File: src/rtl/s3g_packet_rx.sv
// s3g_packet_rx: framed packet receiver fed by a UART byte stream.
// Frame: 0xD5, length, payload[length], CRC-8/Maxim over the payload.
// A correct packet is held in the payload buffer until the consumer
// releases it with buf_ack. A frame that arrives while the buffer is held
// is reported as busy and skipped without touching the buffer.
//
// Handshake: rx_done qualifies rx_data for exactly one cycle and the block
// always accepts it (there is no back-pressure). buffer_valid rises when a
// packet is accepted and falls on the edge after buf_ack=1. If an accept
// and buf_ack land on the same cycle, the accept wins.
module s3g_packet_rx #(
  parameter int MAX_PAYLOAD    = 32,
  parameter int ADDR_W         = 5,
  parameter int TIMEOUT_CYCLES = 1000000
) (
  input  logic              clk,
  input  logic              rst_n,
  input  logic [7:0]        rx_data,
  input  logic              rx_done,
  input  logic [ADDR_W-1:0] rd_addr,
  output logic [7:0]        rd_data,
  input  logic              buf_ack,
  output logic [7:0]        payload_len,
  output logic              buffer_valid,
  output logic              err_strobe,
  output logic [2:0]        err_code,
  output logic [15:0]       pkt_cnt,
  output logic [15:0]       err_cnt,
  output logic [2:0]        state_dbg
);

  localparam int              TMO_W    = $clog2(TIMEOUT_CYCLES + 1);
  localparam logic [TMO_W-1:0] TMO_LAST = TMO_W'(TIMEOUT_CYCLES - 1);
  localparam logic [7:0]      SOF      = 8'hD5;
  localparam logic [7:0]      MAX_LEN  = 8'(MAX_PAYLOAD);

  localparam logic [2:0] ERR_LEN  = 3'd1;
  localparam logic [2:0] ERR_CRC  = 3'd2;
  localparam logic [2:0] ERR_TMO  = 3'd3;
  localparam logic [2:0] ERR_BUSY = 3'd4;

  // SKIP_LEN/SKIP consume a frame that arrived while the buffer was held.
  typedef enum logic [2:0] {
    ST_IDLE     = 3'd0,
    ST_LEN      = 3'd1,
    ST_PAYLOAD  = 3'd2,
    ST_CRC      = 3'd3,
    ST_SKIP_LEN = 3'd4,
    ST_SKIP     = 3'd5
  } state_t;

  state_t           state;
  logic [7:0]       len_q;
  logic [7:0]       idx_q;
  logic [7:0]       crc_q;
  logic [8:0]       skip_q;
  logic [TMO_W-1:0] tmo_q;

  logic [7:0] mem [2**ADDR_W];

  logic       wr_en;
  logic       tmo_hit;
  logic       accept;
  logic       err_fire;
  logic [2:0] err_cause;

  // One byte of reflected CRC-8, polynomial 0x8C, LSB first.
  function automatic logic [7:0] crc8_byte(input logic [7:0] crc, input logic [7:0] d);
    logic [7:0] c;
    c = crc ^ d;
    for (int i = 0; i < 8; i++) begin
      c = c[0] ? ((c >> 1) ^ 8'h8C) : (c >> 1);
    end
    return c;
  endfunction

  assign state_dbg = state;

  // Payload writes only happen in a live packet and never while a packet is held.
  assign wr_en   = (state == ST_PAYLOAD) && rx_done && !buffer_valid;
  // A byte arriving on the expiry cycle wins over the timeout.
  assign tmo_hit = !rx_done && (state != ST_IDLE) && (tmo_q == TMO_LAST);

  // Classify the current cycle: accept, or which error (if any) fires.
  always_comb begin
    accept    = 1'b0;
    err_fire  = 1'b0;
    err_cause = 3'd0;
    if (rx_done) begin
      case (state)
        ST_IDLE: begin
          if (rx_data == SOF && buffer_valid) begin
            err_fire  = 1'b1;
            err_cause = ERR_BUSY;
          end
        end
        ST_LEN: begin
          if (rx_data > MAX_LEN) begin
            err_fire  = 1'b1;
            err_cause = ERR_LEN;
          end
        end
        ST_CRC: begin
          if (rx_data == crc_q) begin
            accept = 1'b1;
          end else begin
            err_fire  = 1'b1;
            err_cause = ERR_CRC;
          end
        end
        default: ;
      endcase
    end else if (tmo_hit) begin
      err_fire  = 1'b1;
      err_cause = ERR_TMO;
    end
  end

  // Payload buffer storage; contents deliberately survive reset.
  always_ff @(posedge clk) begin
    if (wr_en) begin
      mem[idx_q[ADDR_W-1:0]] <= rx_data;
    end
  end

  // Registered read port.
  always_ff @(posedge clk or negedge rst_n) begin
    if (!rst_n) begin
      rd_data <= 8'h00;
    end else begin
      rd_data <= mem[rd_addr];
    end
  end

  // Frame FSM, inter-byte timeout, buffer ownership, status and counters.
  always_ff @(posedge clk or negedge rst_n) begin
    if (!rst_n) begin
      state        <= ST_IDLE;
      len_q        <= 8'h00;
      idx_q        <= 8'h00;
      crc_q        <= 8'h00;
      skip_q       <= 9'd0;
      tmo_q        <= '0;
      payload_len  <= 8'h00;
      buffer_valid <= 1'b0;
      err_strobe   <= 1'b0;
      err_code     <= 3'd0;
      pkt_cnt      <= 16'h0000;
      err_cnt      <= 16'h0000;
    end else begin
      err_strobe <= err_fire;
      if (err_fire) begin
        err_code <= err_cause;
        if (err_cnt != 16'hFFFF) err_cnt <= err_cnt + 16'd1;
      end

      if (accept) begin
        buffer_valid <= 1'b1;
        payload_len  <= len_q;
        if (pkt_cnt != 16'hFFFF) pkt_cnt <= pkt_cnt + 16'd1;
      end else if (buf_ack) begin
        buffer_valid <= 1'b0;
      end

      if (state == ST_IDLE || rx_done || tmo_hit) begin
        tmo_q <= '0;
      end else begin
        tmo_q <= tmo_q + 1'b1;
      end

      if (rx_done) begin
        case (state)
          ST_IDLE: begin
            if (rx_data == SOF) state <= buffer_valid ? ST_SKIP_LEN : ST_LEN;
          end
          ST_LEN: begin
            len_q <= rx_data;
            idx_q <= 8'h00;
            crc_q <= 8'h00;
            if (rx_data > MAX_LEN)      state <= ST_IDLE;
            else if (rx_data == 8'h00)  state <= ST_CRC;
            else                        state <= ST_PAYLOAD;
          end
          ST_PAYLOAD: begin
            crc_q <= crc8_byte(crc_q, rx_data);
            idx_q <= idx_q + 8'd1;
            if (idx_q == len_q - 8'd1) state <= ST_CRC;
          end
          ST_CRC: begin
            state <= ST_IDLE;
          end
          ST_SKIP_LEN: begin
            // Oversized length while skipping: drop silently, the busy error already fired.
            if (rx_data > MAX_LEN) begin
              state <= ST_IDLE;
            end else begin
              skip_q <= {1'b0, rx_data} + 9'd1;
              state  <= ST_SKIP;
            end
          end
          ST_SKIP: begin
            skip_q <= skip_q - 9'd1;
            if (skip_q == 9'd1) state <= ST_IDLE;
          end
          default: state <= ST_IDLE;
        endcase
      end else if (tmo_hit) begin
        state <= ST_IDLE;
      end
    end
  end

endmodule

File: config.mk
export PLATFORM = sky130hd
export DESIGN_NAME = s3g_packet_rx
export DESIGN_NICKNAME = d
export VERILOG_FILES = /design/src/rtl/s3g_packet_rx.sv
export SDC_FILE = /design/constraint.sdc
export NUM_CORES = 1
export LEC_CHECK = 0
export ABC_AREA = 1
export CORE_ASPECT_RATIO = 0.5
export CORE_MARGIN = 4
export CORE_UTILIZATION = 50
export CTS_CLUSTER_DIAMETER = 50
export DETAILED_ROUTE_END_ITERATION = 7
export GPL_ROUTABILITY_DRIVEN = 0
export GPL_TIMING_DRIVEN = 0
export HOLD_SLACK_MARGIN = 0.03
export PLACE_DENSITY = 0.73
export REMOVE_ABC_BUFFERS = 1
export SKIP_LAST_GASP = 1
export SLEW_MARGIN = 25
export SYNTH_ARGS = -nofsm -noshare
export SYNTH_HDL_FRONTEND = slang
export SYNTH_SLANG_ARGS = --single-unit
File: constraint.sdc
create_clock -name clk -period 5.7 [get_ports clk]
set_clock_uncertainty 0.05 [all_clocks]
set_input_delay 1.14 -clock clk [delete_from_list [all_inputs] [get_ports clk]]
set_output_delay 1.14 -clock clk [all_outputs]
set_load 0.01 [all_outputs]
; Word level (Yosys, flattened, before mapping)
; Memories as Yosys holds them, arrays and structs flattened. A register that Yosys moved wholly into a read port is not among the register bits.
; Index checks and enable logic that the tools add are counted.
[totals]
ramBits = 256
wordCells = 111
mem_count = 1
in_bits = 17
register_bits = 101
[classes]
mux = 42
eq_ne = 16
bitwise = 9
n_reduce_logical = 23
add_sub_neg = 7
magnitude_cmp = 1
[mem_list]
columns = memory, words, word_bits, read_ports, rd_ports_with_merged_regs, wr, line
row1 = mem, 32, 8, 1, 1, 1, 59  ; logic [7:0] mem [2**ADDR_W];
[ops]
columns = cell, count
row1 = 8-bit two-way mux, 8
row2 = 16-bit by 1-bit adder with 16-bit output (second input constant), 2
row3 = 16-bit != test (second input constant), 2
row4 = 8-bit case mux with 2 select lines, 2
row5 = 3-bit two-way mux, 9
row6 = 2-bit inverter with 3-bit output, 8
row7 = 20-bit by 1-bit adder with 20-bit output (second input constant), 1
row8 = 20-bit equality test (second input constant), 1
row9 = 20-bit two-way mux, 1
row10 = 9-bit case mux with 2 select lines, 1
row11 = 8-bit equality test, 2
row12 = 3-bit case mux with 5 select lines, 1
row13 = 1-bit two-way mux, 14
row14 = 8-bit by 1-bit adder with 9-bit output (second input constant), 1
row15 = 9-bit by 1-bit equality test with 1-bit output (second input constant), 1
row16 = 9-bit two-way mux, 1
row17 = 3-bit case mux with 3 select lines, 1
row18 = 9-bit by 1-bit subtractor with 9-bit output (second input constant), 1
row19 = 8-bit by 1-bit adder with 8-bit output (second input constant), 1
row20 = 8-bit equality test (second input constant), 1
row21 = 8-bit by 6-bit greater-than comparator with 1-bit output (second input constant), 1
row22 = 8-bit logical NOT, 1
row23 = 2-bit AND reduction, 4
row24 = 2-bit nonzero test, 4
row25 = 17 further kinds, 29

; Depth between registers and ports, before layout
[depth]
depth_word = 18
depth_mapped = 14
depth_no_buf = 14

; Least setup slack after synthesis
; Ideal clock, no wire load.
[synth_timing]
path_kind = input -> register
start = in rx_done
end = mem mem[28][0], enable pin
t_arrival_ps = 2200
t_required_ps = 5280
setup_ps = 370
path_stages = 6
path_slack_ps = 3080
n_path_buf = 0
cell_sequence = inv_2 nor2_1 inv_1 nor2_1 nand2_1 nor2_1
[synth_between]
elab_chain_cells = 4
[synth_rtl]
columns = item, line
row1 = "start, declared", 19  ; input logic rx_done,
row2 = 1-bit logical AND (2 in series), 80  ; assign wr_en = (state == ST_PAYLOAD) && rx_done && !buffer_valid;
row3 = 1-bit two-way mux, 121  ; if (wr_en) begin
row4 = 1-bit two-way mux (implied by the code), 122  ; mem[idx_q[ADDR_W-1:0]] <= rx_data;
row5 = "end, declared", 59
; No other way between the ends.

; Final worst setup path
[layout_timing]
start = in rx_done
end = mem mem[19][2], enable pin
; Same word-level chain as after synthesis.

==> flow_metrics.tcl <==
set metrics [dict create \
    cp_data_required_time_ns 5.80 \
    p_int_mw 4.392 \
    numCtsBuffers 34 \
    synth_top_cell_area_share_pct 46.56 \
    drtIter0Drc 1141 \
    initial_core_util_pct 51.41 \
    critPathCaptureType "flip-flop" \
    overflow 0 \
    netlist.top_cell.by_area "edfxtp_1" \
    rsz0062_at_grt "no" \
    coreArea_um2 32120 \
    clkTransAtPathRegs_ns 0.06 \
    die_area_um2 36170 \
    area_growth_pct 13.15 \
    syn_inst 1563 \
    cts_hold_buf 0 \
    power_frac_clock_pct 35.2 \
    outcome "finished clean" \
    rows 46 \
    grt_pass1_wl_um 61500 \
    ys_seq_area_share_pct 63.08 \
    viasPerCell 5.748 \
    synth-seq-cells 365 \
    fin_nets 1639 \
    synth-adder-area-share_pct 0.9852 \
    ant_nets 0 \
    grt_util_all_layers_pct 21.26 \
    place_hpwl_um 24210 \
    cap_viol_max_count 0 \
    grt_max_degree 90 \
    drcViolationCount 0 \
    vias 11870 \
    switching_share_pct 27.45 \
    synth_compound_area_share_pct 10.54 \
    nFillCells 2623 \
    grt_pass1_vias 11890 \
    hold_viol 0 \
    fin_util_pct 58.17 \
    p_comb_share_pct 14.7 \
    synth-edff-count 256 \
    synth-xor-area-share_pct 3.645 \
    antenna_cells 0 \
    yosys.area_share.simple_pct 17.51 \
    io_pins 73 \
    power.density_nw_per_um2 324.1 \
    yosysWarningCount 0 \
    cts_htree_levels 2 \
    drt_wl_total_um 38520 \
    clock_latency_ns 0.52 \
    holdWs_ns 0.4260 \
    cts.sink_count 365 \
    ctsRootBufferMaster "clkbuf_16" \
    dr.pass1.iters 6 \
    finalSetupViolations 0 \
    critPathMaxFanout 12 \
    ys_top_cells_by_area "edfxtp_1 47%, dfrtp_1 17%, nand2_1 6.2%" \
    drive_above_1_share_pct 5.205 \
    die_y_um 136.5 \
    power_mw 6.053 \
    hold_class "flip-flop to flip-flop" \
    clock_path_buffers 3 \
    critical_path.startpoint_type "primary input" \
    final.period_utilization_pct 72.59 \
    ys.flop_type "edfxtp_1" \
    synth_async_sr_flop_share_pct 29.86 \
    worstMarginPinSlew_ns 0.9279 \
    synth_commonest_cells "272 x nand2_1, 256 x edfxtp_1, 246 x nor2_1" \
    p_switching_mw 1.662 \
    antenna_found_initial 1 \
    synth_top_family_by_area "simple AND/OR/NAND/NOR gates" \
    io_buffers 72 \
    synthMostInstantiatedCell "nand2_1" \
    ir_worst_vdd_mv 0.1910 \
    slew_viol_final 0 \
    syn_area_per_cell_um2 10.56 \
    post_cts_buffers 0 \
    max_slew_margin_pct 37.91 \
    crit_type "primary input to flip-flop" \
    p_seq_share_pct 50.1 \
    dieWidth_um 265.0 \
    cts_resized 0 \
    synth.area.mux_share_pct 0 \
    wl_per_cell_um 18.65 \
    max_freq_mhz 241.7 \
    p_leak_nw 7.017 \
    cts_tree "done" \
    synth_area_um2 16510 \
    ys_types 41 \
    cp_data_arrival_time_ns 4.24 \
    period_needed_ns 4.138 \
]
[kinds of logic after synthesis]
kind of cell    count (synthesis)
buf+inv                       167
simple gates                  689
flops                         365
xor+xnor                       67
compound gates                262
fa+ha+maj                      13
[through the flow]
step	std cells	setup slack, ns	setup TNS (ns)	area [µm²]
after global routing	2065	1.425	0	18680
after detailed placement	2005	1.129	0	17670
final	2065	1.562	0	18680
after CTS	2065	1.643	0	18680
after floorplan	1490	2.078	0	16160
after global placement	1994	-4.392	-117.68	17420
[per-layer routing]
layer	GRT usage, %	wire (µm)
met1	28.16	16170
met2	36.03	18560
met3	4.042	2955
met4	6.856	821
met5	0	12
[area by class of cell]
cell class	count	area (µm²)	share of cell area [%]
clock inverters	21	117.6	0.6296
well taps	432	540.5	2.894
multi-input cells	1031	5395	28.88
clock buffers	39	890.9	4.769
repair buffers	83	963.4	5.157
inverters	94	357.8	1.916
flip-flops and latches	365	10420	55.75
[final timing paths]
kind                       depth (start not counted)                      from  slack, ns                         end
min reg2reg                                        1        tmo_q[0]$_DFF_PN0_       0.43          tmo_q[0]$_DFF_PN0_
min                                                1        tmo_q[0]$_DFF_PN0_       0.43          tmo_q[0]$_DFF_PN0_
min in group asynchronous                          1                     rst_n       0.47        rd_data[0]$_DFF_PN0_
max reg2reg                                        7  state_dbg[2]$_DFFE_PN0P_       2.14        mem[19][2]$_DFFE_PP_
max in group asynchronous                          2                     rst_n       4.41  payload_len[4]$_DFFE_PN0P_
max                                                7                   rx_done       1.56        mem[19][2]$_DFFE_PP_
[critical path: stages]
cell             delay [ns]
clkdlybuf4s50_1        0.55
inv_2                  0.14
nor2_1                 0.64
inv_1                  0.19
nor2_1                 0.28
nand2_1                0.43
nor2_1                 0.85
[power groups by stage]
stage                     Sequential [mW]  Clock (mW)  Combinational (mW)
after global routing                 3.04        2.27                1.01
after global placement               3.09           0               0.831
final                                3.03        2.13               0.893
after detailed placement             3.09           0               0.885
after floorplan                      3.08           0               0.544
after CTS                            3.03        2.17               0.890
[cells in the final DEF, fill, tap and decap left out, types with 9 or more instances in the layout]
cell / instances
a21oi_1: 12
buf_16: 9
buf_2: 9
clkbuf_16: 35
clkdlybuf4s50_1: 60
clkinv_1: 11
dfrtp_1: 109
edfxtp_1: 256
ha_1: 13
inv_1: 87
nand2_1: 272
nand3_1: 109
nand4_1: 15
nor2_1: 246
nor3_1: 30
o21ai_0: 96
o21ai_1: 13
o21bai_1: 65
o221ai_1: 64
xnor2_1: 22
xor2_1: 43
[sequential cells by signal, indices dropped and copies added (netlist names), 8 cells and up]
name and count:
pkt_cnt 16, skip_q 9, err_cnt 16, len_q 8
rd_data 8, idx_q 8, payload_len 8, crc_q 8
mem 256, tmo_q 20
Note: power is estimated with default switching activity, not from simulation.
